`config.mk`:
```
export PLATFORM = sky130hd
export DESIGN_NAME = mem_arbiter_2p
export DESIGN_NICKNAME = d
export VERILOG_FILES = /design/src/rtl/mem_arbiter_2p.sv
export SDC_FILE = /design/constraint.sdc
export NUM_CORES = 1
export LEC_CHECK = 0
export BUFFER_PORTS_ARGS = -buffer_cell sky130_fd_sc_hd__clkbuf_2
export CORE_ASPECT_RATIO = 0.9
export CORE_MARGIN = 8
export CORE_UTILIZATION = 37
export CTS_CLUSTER_SIZE = 24
export DETAILED_ROUTE_END_ITERATION = 6
export PLACE_DENSITY = 0.86
export SYNTH_ARGS = -nofsm -noshare
export SYNTH_HDL_FRONTEND = slang
export SYNTH_SLANG_ARGS = --single-unit
export TNS_END_PERCENT = 10
```
`constraint.sdc`:
```
create_clock -name clk -period 1.08 [get_ports clk]
set_input_delay 0.054 -clock clk [delete_from_list [all_inputs] [get_ports clk]]
set_output_delay 0.054 -clock clk [all_outputs]
set_load 0.01 [all_outputs]
```
`src/rtl/mem_arbiter_2p.sv`:
```
// Two-port arbiter sharing one single-port synchronous RAM between port 0
// (CPU side) and port 1 (auxiliary master). One access per cycle, granted
// combinationally; read data returns one cycle later with a per-port strobe.
//
// Handshake: req_x is a valid that the requester holds, together with
// we_x/addr_x/wdata_x, until it sees gnt_x high. gnt_x acts as ready: the
// access is accepted in exactly the cycle where req_x && gnt_x. At most one gnt
// is high per cycle. rvalid_x is a single-cycle strobe with no back-pressure;
// the requester must take rdata_x in that cycle.
module mem_arbiter_2p #(
  parameter int WIDTH     = 8,
  parameter int ADDR_SIZE = 10,
  parameter int RR        = 1
) (
  input  logic                 clk,
  input  logic                 reset,

  input  logic                 req0,
  input  logic                 we0,
  input  logic [ADDR_SIZE-1:0] addr0,
  input  logic [WIDTH-1:0]     wdata0,
  output logic                 gnt0,
  output logic                 rvalid0,
  output logic [WIDTH-1:0]     rdata0,

  input  logic                 req1,
  input  logic                 we1,
  input  logic [ADDR_SIZE-1:0] addr1,
  input  logic [WIDTH-1:0]     wdata1,
  output logic                 gnt1,
  output logic                 rvalid1,
  output logic [WIDTH-1:0]     rdata1,

  output logic                 mem_cs,
  output logic                 mem_wen,
  output logic [ADDR_SIZE-1:0] mem_addr,
  output logic [WIDTH-1:0]     mem_din,
  input  logic [WIDTH-1:0]     mem_dout
);

  // Index of the port granted most recently; resets to 1 so that port 0
  // wins the first contention after reset.
  logic last_gnt;

  // Outstanding read: registered at grant, drives the rvalid strobe next cycle.
  logic pend_valid;
  logic pend_port;

  // Arbitration result for the current cycle.
  logic win_valid;
  logic win_port;
  logic win_we;

  // Pick at most one winner; nothing is granted while reset is asserted.
  always_comb begin
    win_valid = 1'b0;
    win_port  = 1'b0;
    if (!reset) begin
      if (req0 && req1) begin
        win_valid = 1'b1;
        // Round-robin hands the slot to the port not served last;
        // fixed priority always favours port 0 (port 1 may starve).
        win_port  = (RR != 0) ? ~last_gnt : 1'b0;
      end else if (req0) begin
        win_valid = 1'b1;
        win_port  = 1'b0;
      end else if (req1) begin
        win_valid = 1'b1;
        win_port  = 1'b1;
      end
    end
  end

  // Grants and RAM drive follow the winner; idle cycles park the bus at zero.
  always_comb begin
    gnt0     = 1'b0;
    gnt1     = 1'b0;
    win_we   = 1'b0;
    mem_cs   = 1'b0;
    mem_wen  = 1'b0;
    mem_addr = '0;
    mem_din  = '0;
    if (win_valid) begin
      mem_cs = 1'b1;
      if (win_port) begin
        gnt1     = 1'b1;
        win_we   = we1;
        mem_wen  = we1;
        mem_addr = addr1;
        mem_din  = wdata1;
      end else begin
        gnt0     = 1'b1;
        win_we   = we0;
        mem_wen  = we0;
        mem_addr = addr0;
        mem_din  = wdata0;
      end
    end
  end

  // Round-robin pointer and read-return tracking. A read granted the cycle
  // before reset still strobes during the reset cycle; reset clears the
  // pending flag only for the cycle after.
  always_ff @(posedge clk) begin
    if (reset) begin
      last_gnt   <= 1'b1;
      pend_valid <= 1'b0;
      pend_port  <= 1'b0;
    end else begin
      if (win_valid) begin
        last_gnt <= win_port;
      end
      pend_valid <= win_valid & ~win_we;
      pend_port  <= win_port;
    end
  end

  // Read data is the RAM's registered output, shared by both ports; the
  // strobe tells each port when it is theirs.
  always_comb begin
    rvalid0 = pend_valid & ~pend_port;
    rvalid1 = pend_valid &  pend_port;
    rdata0  = mem_dout;
    rdata1  = mem_dout;
  end

endmodule

```
[Yosys cells after proc, flatten, opt, wreduce, memory -nomap -nowiden]
Cells that the tools add are included.
Widths: inputs -> output; s select.
Word-level totals
  register bits after elaboration: 3
  bits of input ports: 50
  word-level logic and storage cells: 28
Operators by class
  multiplexer cells: 18
  bitwise logic cells: 6
  reductions and logical operators: 1
Operators by type and width (number)
  $mux 10: 2
  $mux 8: 2
  $mux 1: 14
  $and 1x1->1: 3
  $not 1->1: 3
  $logic_and 1x1->1: 1

[Logic depth before layout (Yosys ltp)]
Gate-level depths: netlist of run 1.
  depth after elaboration: 8
  depth in mapped cells: 4

[Worst setup path before layout of run 1]
OpenSTA, ideal clock, no wires.
  path type: register to output
  start: register last_gnt
  end: output mem_addr[9]
  arrival: 0.871 ns
  required time: 1.026 ns
  setup slack: 0.155 ns
  cell stages (with the launch flop): 4
  path buffers: 1
  cell sequence: dfxtp_1 > nor2b_2 > buf_6 > o32ai_2
On the way
  word-level cells in the longest chain between the ends: 5
Ends and longest elaborated chain
  start, declared: RTL line 43  | logic last_gnt;
  start signal, assigned: RTL line 111  | last_gnt <= win_port;
  $not 1->1: RTL line 63  | win_port = (RR != 0) ? ~last_gnt : 1'b0;
  $mux 1: RTL line 59  | if (req0 && req1) begin
  $mux 1: RTL line 58  | if (!reset) begin
  $mux 10: RTL line 85  | if (win_port) begin
  $mux 10: RTL line 83  | if (win_valid) begin
  end, declared: RTL line 36  | output logic [ADDR_SIZE-1:0] mem_addr,
Every way passes these cells.

[Worst setup path in the final report of run 1]
Ends and elaborated chain as after synthesis.

==> results of run 1 <==
==> power by group <==
| part | switching [uW] | internal (uW) |
|---|---|---|
| sequential | 4.54 | 119 |
| clock | 63.3 | 139 |
| combinational | 213 | 239 |
==> flip-flops by register name, summed over array words and instances, names as in the netlist <==
name,count
last_gnt,1
pend_port,1
pend_valid,1
==> cells by family after synthesis <==
kind of cell	synth area share [%]
buf+inv	25.03
simple gates	32.09
compound gates	36.48
flops	6.392
==> what timing repair did <==
item / 4_1_cts / 5_1_grt
pin swaps: 0 / 3
setup endpoints to repair: 21 / 21
resized for setup: 1 / 21
buffers inserted: 0 / 0
==> cells in the mapped netlist (all sizes together) <==
master and count:
nor2b 2, and2 1, buf 27, a21bo 1, o32ai 20, nor2 4, nand2 1, inv 1
dfxtp 3, nand2b 38, nor3 1, a21o 1, or2 3
==> worst register-to-register path, delay by kind of cell, from the launching register on <==
kind / cells / cell delay [ns]
AOI/OAI and AO/OA: 1 / 0.11
buffers and inverters: 1 / 0.20
and+or+nand+nor: 1 / 0.17
DFF: 1 / 0.32
==> placed cells by master, fill, tap and decap left out <==
cell type  synthesis  final
clkbuf_4           0      3
or2_1              2      2
nand2_1            1      1
or2_0              1      1
nor2b_2            1      1
and2_1             1      1
clkbuf_1           0      1
o32ai_2           20     18
buf_2              2     19
dfxtp_1            3      2
buf_4             16      2
dfxtp_2            0      1
a21bo_2            1      1
a21o_1             1      1
nor2b_1            1      1
nor3_1             1      1
inv_2              1      1
nor2_1             4      4
buf_12             0      4
clkbuf_2           0     46
o32ai_4            0      2
nand2b_1          38     38
==> area by class of cell <==
cell class | instances | area (sq um) | area share [%]
Clock buffer | 4 | 26.28 | 2.165
Inverter | 1 | 3.754 | 0.3093
Multi-Input combinational cell | 72 | 666.9 | 54.95
Sequential cell | 3 | 61.31 | 5.052
Tap cell | 28 | 35.03 | 2.887
Timing Repair Buffer | 71 | 420.4 | 34.64
==> per-stage QoR <==
stage                     worst slack (ns)  setup TNS, ns  total power [uW]  std cells
after floorplan                     0.1553              0             468.7        103
final                              -0.1966         -3.673             778.4        179
after global routing               -0.2476         -4.707             829.7        179
after CTS                          -0.2102         -4.029             781.6        179
after global placement             0.04087              0             561.5        175
after detailed placement          0.007204              0             573.6        175
==> worst min-delay path by stage <==
| stage | startpoint | end | slack, ns | cells past startpoint |
|---|---|---|---|---|
| after floorplan | mem_dout[0] | rdata0[0] | 0.20 | 1 |
| after global placement | mem_dout[7] | rdata0[7] | 0.11 | 0 |
| after detailed placement | mem_dout[7] | rdata0[7] | 0.11 | 0 |
| after CTS | mem_dout[7] | rdata0[7] | 0.11 | 0 |
| after global routing | mem_dout[2] | rdata1[2] | 0.11 | 0 |
| final | mem_dout[3] | rdata0[3] | 0.11 | 0 |
==> metal layers <==
layer / part of all wire, % / vias to the layer above / routed length, microns / track usage [%]
met5: 0 / - / 0 / 0
met1: 42 / 404 / 1061 / 11.15
met4: 1.2 / 0 / 29 / 5.115
met3: 9.7 / 5 / 245 / 4.321
li1: - / 441 / - / -
met2: 47 / 58 / 1182 / 18.64
==> metrics.yaml, run 1 <==
fmax_mhz: 783.3
crit_chain: "a21bo_2, buf_12, o32ai_2, buf_2"
slew_headroom_pct: 60.98
synth.yosys.seq_area_share_pct: 6.391
tightest_slew_ns: 0.5845
finalClockSkew_ns: 0.004836
hp-class: "in -> out"
wire_per_inst_microns: 14.07
num_vias: 908
status: "finished, violations left"
grt_antenna_before_repair: 0
crit_fanout: 14
root_buffer: "clkbuf_4"
synth_top_cell_area_share_pct: 34.62
drt_wl_total_microns: 2518
r2r_end: "pend_valid"
die_area_sq_um: 4411
routed_via_density: 5.073
numCtsBuffers: 3
hold_viol_final: 0
hold_buffers: 0
post-route-util_pct: 50.05
synth.area.top_cells: "o32ai_2, nand2b_1, buf_4"
critPathKind: "reg -> out"
p_leak_uw: 0.0005656
cts_tree: "built"
core_area_sq_um: 2425
grt_pass1_wl_microns: 4071
cts.sinks: 3
die_h_microns: 63.81
rsz0062_at_grt: "true"
clock_tree.buffer_depth: 2
timing.rr.start: "last_gnt"
drtPass1Iterations: 4
drc: 0
fillers: 227
rows: 17
yosysWarnings: 0
worstSetupStartpoint: "last_gnt"
diodes: 0
syn-cell-area_sq_um: 939.7
port_buffers: 65
syn_nets: 153
grt_pass1_vias: 912
cap_viol_max_count: 0
area_delta_synth_final_pct: 29.16
startpoint_type: "register"
path_buf_inv: 2
gp_congestion: 0.6613
nets: 202
required_ns: 1.03
dpl-instance-area_sq_um: 1164
critPathMaxStageDelay_ns: 0.32
r2r_cells: 3
postRouteAntennaNets: 0
synth_seq_cells: 3
io_pins: 90
failed_checks: "negative setup slack"
clk_latency_ns: 0.24
end_kind: "output pin"
fin_crit_sh_pct: 118.2
powerDensity_nw_per_um2: 641.4
syn_avg_cell_area_sq_um: 9.123
fin_crit_ns: 1.277
dr.first_iter.drc_count: 26
overflow: 0
drive_gt1_share_pct: 64.90
synth_area_leader_cell: "o32ai_2"
vdd.ir_drop.worst_mv: 0.3715
post-route-cell-area_sq_um: 1214
synthCells: 103
holdWs_ns: 0.1080
setup_violations: 21
critPathArrivalTime_ns: 1.22
cts_max_level: 1
die_w_microns: 69.12
critPathTopFamily: "buffers and inverters"
setup_ws_ns: -0.1966
ys_types: 17
slew_viol_final: 0
grt_max_degree: 30
endpoint: "mem_addr[9]"
worst-r2r-setup-slack_ns: 0.13
track_usage_pct: 10.74
initial_core_util_pct: 38.75
clkTransAtPathRegs_ns: 0.04
crit_slowest_cell: "dfxtp_2"
path_depth: 4
(Power assumes the default switching activity.)
==> run 2, diff against run 1 <==
--- a/config.mk
+++ b/config.mk
@@ -8,10 +8,10 @@
 export BUFFER_PORTS_ARGS = -buffer_cell sky130_fd_sc_hd__clkbuf_2
 export CORE_ASPECT_RATIO = 0.9
 export CORE_MARGIN = 8
-export CORE_UTILIZATION = 37
+export CORE_UTILIZATION = 40
 export CTS_CLUSTER_SIZE = 24
 export DETAILED_ROUTE_END_ITERATION = 6
-export PLACE_DENSITY = 0.86
+export PLACE_DENSITY = 0.92
 export SYNTH_ARGS = -nofsm -noshare
 export SYNTH_HDL_FRONTEND = slang
 export SYNTH_SLANG_ARGS = --single-unit
==> constraint.sdc (replaced) <==
create_clock -name clk -period 1.56 [get_ports clk]
set_input_delay 0.078 -clock clk [delete_from_list [all_inputs] [get_ports clk]]
set_output_delay 0.078 -clock clk [all_outputs]
set_load 0.01 [all_outputs]
==> run 2 against run 1 <==
Against the previous run:
- the run now ends clean
- non-clock buffer count down 2
- critical path type unchanged
- count of clock-buffer cells in the layout is the same
- register-to-register slack improved by 0.49 ns
- total power shrank 35%
- largest cell class unchanged
- via count is 1.9% lower
- cell count is 1.7% lower
- sequential share of layout area is 0.23 points higher
- sequential cell count unchanged
- sequential power shrank 31%
==> metrics.yaml, run 2 (synthesized netlist as in run 1, its figures left out) <==
fmax_mhz: 736.5
min_from: "mem_dout[5]"
cts.sinks: 3
clk_latency_ns: 0.23
finalClockSkew_ns: 0.001137
initial_core_util_pct: 42.67
area.sequential_sq_um: 60.06
critPathTopFamily: "flip-flops"
fillers: 233
overflow: 0
post_cts_buffers: 0
slew_viol_final: 0
grt_pass1_vias: 907
cap_viol_max_count: 0
grt_max_degree: 46
port_buffers: 65
vdd.ir_drop.worst_mv: 0.2432
startpoint_type: "register"
status: "finished clean"
fin_crit_sh_pct: 87.03
cts_max_level: 1
critPathMaxStageDelay_ns: 0.37
num_vias: 891
postRouteAntennaNets: 0
critPathArrivalTime_ns: 1.28
dpl.hpwl_microns: 2070
hold_path_end: "rdata1[5]"
post-route-util_pct: 51.59
multi_input_area_sq_um: 644.4
drtPass1Iterations: 3
setup_violations: 0
required_ns: 1.48
hold_viol_final: 0
critPathKind: "reg -> out"
numCtsBuffers: 3
crit_slowest_cell: "dfxtp_1"
setup_tns_ns: 0
tightest_slew_ns: 0.5682
nets: 200
crit_chain: "nor2b_2, buf_12, o32ai_2, clkbuf_2"
clock_tree.buffer_depth: 2
worst-r2r-setup-slack_ns: 0.62
clkTransAtPathRegs_ns: 0.04
area_delta_synth_final_pct: 20.91
final_common_cell: "clkbuf_2"
p_leak_uw: 0.0005302
powerDensity_nw_per_um2: 443.6
drt_wl_total_microns: 2497
dr.first_iter.drc_count: 50
diodes: 0
track_usage_pct: 11.79
die_h_microns: 61.98
end_kind: "output pin"
hold_buffers: 0
r2r_end: "pend_valid"
hp-class: "in -> out"
reg_top3: "last_gnt: 1 flops, pend_port: 1 flops, pend_valid: 1 flops"
r2r_cells: 3
wire_per_inst_microns: 14.19
rsz0062_at_grt: "false"
fin_crit_ns: 1.358
io_pins: 90
drive_gt1_share_pct: 63.76
crit_fanout: 18
timing.rr.start: "last_gnt"
holdWs_ns: 0.1560
routed_via_density: 5.063
final_cell_mix: "clkbuf_2, nand2b_1, o32ai_2"
slew_headroom_pct: 62.12
grt_antenna_before_repair: 0
path_buf_inv: 2
root_buffer: "clkbuf_4"
hold_depth: 0
cts_tree: "built"
grt_pass1_wl_microns: 3857
gp_congestion: 0.7307
ctsResizeCount: 0
die_area_sq_um: 4158
drc: 0
rows: 16
core_area_sq_um: 2202
die_w_microns: 67.09
-- run 2: cell types whose count changed in the layout (fill, tap and decap cells not counted) --
cell	previous run	this run
o32ai_2	18	20
clkbuf_2	46	65
buf_2	19	0
buf_4	2	3
buf_12	4	1
dfxtp_2	1	0
o32ai_4	2	0
dfxtp_1	2	3
-- run 2: power by group --
part	switching, uW	leakage, uW	internal [uW]	total [uW]
combinational	138	0.000490	145	284
clock	39.0	0.0000150	95.8	135
sequential	3.39	0.0000249	82.3	85.7
-- run 2: metal layers --
metal | vias to the layer above | share of wire, % | global-route usage, %
met2 | 51 | 46 | 21.93
met1 | 398 | 35 | 11.02
met4 | 0 | 2.0 | 6.845
met3 | 6 | 17 | 4.301
met5 | - | 0 | 0
li1 | 436 | - | -
-- run 2: worst max path at each step --
| stage | start | to | cells past startpoint |
|---|---|---|---|
| floorplan | last_gnt | mem_addr[9] | 3 |
| global placement | reset | mem_din[5] | 4 |
| detailed placement | reset | mem_addr[9] | 4 |
| CTS | last_gnt | mem_addr[9] | 4 |
| global route | last_gnt | mem_din[5] | 4 |
| finish | last_gnt | mem_din[5] | 4 |
-- run 2: metrics by stage --
step	setup slack [ns]	instances	area (sq um)	total power, uW
after detailed placement	0.3506	172	1110	376.4
after global routing	0.1248	176	1136	542.5
after global placement	0.3897	172	1110	369.9
after floorplan	0.6113	103	939.7	324.5
after CTS	0.1851	176	1136	517.9
final	0.2023	176	1136	504.0
-- run 2: layout make-up --
| class | instances | area share [%] |
|---|---|---|
| Tap cell | 27 | 2.974 |
| Clock buffer | 4 | 2.313 |
| Timing Repair Buffer | 69 | 32.38 |
| Sequential cell | 3 | 5.286 |
| Inverter | 1 | 0.3304 |
| Multi-Input combinational cell | 72 | 56.72 |
==> run 3, diff against run 2 <==
--- a/config.mk
+++ b/config.mk
@@ -8,10 +8,12 @@
 export BUFFER_PORTS_ARGS = -buffer_cell sky130_fd_sc_hd__clkbuf_2
 export CORE_ASPECT_RATIO = 0.9
 export CORE_MARGIN = 8
-export CORE_UTILIZATION = 40
+export CORE_UTILIZATION = 41
+export CTS_BUF_LIST = sky130_fd_sc_hd__clkbuf_8
 export CTS_CLUSTER_SIZE = 24
 export DETAILED_ROUTE_END_ITERATION = 6
-export PLACE_DENSITY = 0.92
+export PLACE_DENSITY = 0.94
+export SKIP_LAST_GASP = 1
 export SYNTH_ARGS = -nofsm -noshare
 export SYNTH_HDL_FRONTEND = slang
 export SYNTH_SLANG_ARGS = --single-unit
==> run 3 against run 2 <==
Against the previous run:
- register-to-register slack barely moved
- clock skew rose by 0.0042 ns
- non-clock buffer count fell by 1
- total power rose by 16%
- worst hold slack barely moved
- cell count fell by 0.57%
- critical endpoint is now mem_addr[4]
- largest cell class unchanged
==> metrics.yaml, run 3 (synthesized netlist as in run 1, its figures left out) <==
status: "finished clean"
die_area_sq_um: 4082
drt_wl_total_microns: 2475
tightest_slew_ns: 0.5528
num_vias: 866
clock_tree.buffer_depth: 2
place_inst: 171
cts.sinks: 3
grt_pass1_vias: 848
worst-r2r-setup-slack_ns: 0.61
io_pins: 90
cts_tree: "built"
startpoint_type: "register"
root_buffer: "clkbuf_8"
dpl.hpwl_microns: 2066
clkTransAtPathRegs_ns: 0.03
routed_via_density: 4.949
clk_latency_ns: 0.21
finalClockSkew_ns: 0.005370
drc: 0
port_buffers: 65
drtPass1Iterations: 4
ctsResizeCount: 0
critPathArrivalTime_ns: 1.33
p_int_uw: 394.3
powerDensity_nw_per_um2: 511.3
final_cell_count_no_fill: 175
crit_fanout: 16
cap_viol_max_count: 0
numCtsBuffers: 3
clkPwrFrac_pct: 37.1
grt_pass1_wl_microns: 3795
critPathTopFamily: "compound AO/OA/AOI/OAI gates"
wire_per_inst_microns: 14.14
grt_max_degree: 46
vdd.ir_drop.worst_mv: 0.2563
area.sequential_sq_um: 60.06
switching_power_uw: 192.3
hold_viol_final: 0
post_cts_buffers: 0
core_area_sq_um: 2182
fmax_mhz: 712.7
cts_max_level: 1
crit_chain: "a21bo_2, buf_12, o32ai_2, clkbuf_2"
critPathMaxStageDelay_ns: 0.37
path_buf_inv: 2
grt_antenna_before_repair: 0
gp_congestion: 0.7186
diodes: 0
fin_crit_sh_pct: 89.94
setup_violations: 0
track_usage_pct: 11.58
initial_core_util_pct: 43.06
critPathKind: "reg -> out"
crit_slowest_cell: "dfxtp_1"
required_ns: 1.48
multi_input_area_sq_um: 644.4
postRouteAntennaNets: 0
rsz0062_at_grt: "false"
overflow: 0
p_leak_uw: 0.0005398
hp-class: "in -> out"
slew_viol_final: 0
nets: 199
fillers: 220
rows: 16
post-route-cell-area_sq_um: 1147
final_cell_mix: "clkbuf_2, nand2b_1, o32ai_2"
p_comb_share_pct: 48.3
die_w_microns: 66.46
dpl-instance-area_sq_um: 1102
end_kind: "output pin"
area_delta_synth_final_pct: 22.10
post-route-util_pct: 52.58
seqPwrFrac_pct: 14.6
dr.first_iter.drc_count: 26
die_h_microns: 61.42
hold_buffers: 0
final_common_cell: "clkbuf_2"
setup_tns_ns: 0
reg_top3: "last_gnt: 1 flops, pend_port: 1 flops, pend_valid: 1 flops"
fin_crit_ns: 1.403
drive_gt1_share_pct: 63.51
slew_headroom_pct: 63.14
switching_share_pct: 32.79
## run 3: cell count changes in the layout (fill, tap and decap cells not counted), sizes merged
cell    before  now
inv          1    2
clkbuf      69   68
buf          4    3
## run 3: routing by layer
metal	global-route usage, %	vias to the layer above	part of all wire (%)
met1	12.24	378	37
met5	0	-	0
met4	5.471	0	1.5
met3	4.545	4	16
li1	-	434	-
met2	19.94	50	46
## run 3: power groups by stage
stage | Sequential (uW) | Combinational, uW | Clock, uW
global placement | 86.1 | 283 | 0
detailed placement | 86.6 | 289 | 0
floorplan | 85.8 | 239 | 0
CTS | 85.5 | 290 | 220
global route | 86.5 | 311 | 231
finish | 85.5 | 284 | 218
## run 3: path summary, 6_finish.rpt
check                                   end  cells after the start   startpoint
worst max-delay path            mem_addr[4]                      4     last_gnt
worst min-delay path              rdata1[2]                      0  mem_dout[2]
worst max register to register   pend_valid                      3     last_gnt
worst min register to register     last_gnt                      2     last_gnt
## run 3: area by class of cell
type | instances | share of cell area (%)
Multi-Input combinational cell | 72 | 56.16
Timing Repair Buffer | 68 | 31.41
Tap cell | 27 | 2.944
Clock inverter | 1 | 0.3272
Clock buffer | 3 | 3.599
Inverter | 1 | 0.3272
Sequential cell | 3 | 5.234
## run 3: through the flow
stage | hold WS [ns] | power (uW) | setup WS [ns]
final | 0.1560 | 586.6 | 0.1570
after global routing | 0.1560 | 629.0 | 0.08642
after floorplan | 0.2399 | 324.5 | 0.6113
after CTS | 0.1562 | 596.0 | 0.1462
after detailed placement | 0.1562 | 375.8 | 0.3528
after global placement | 0.1562 | 368.9 | 0.4011
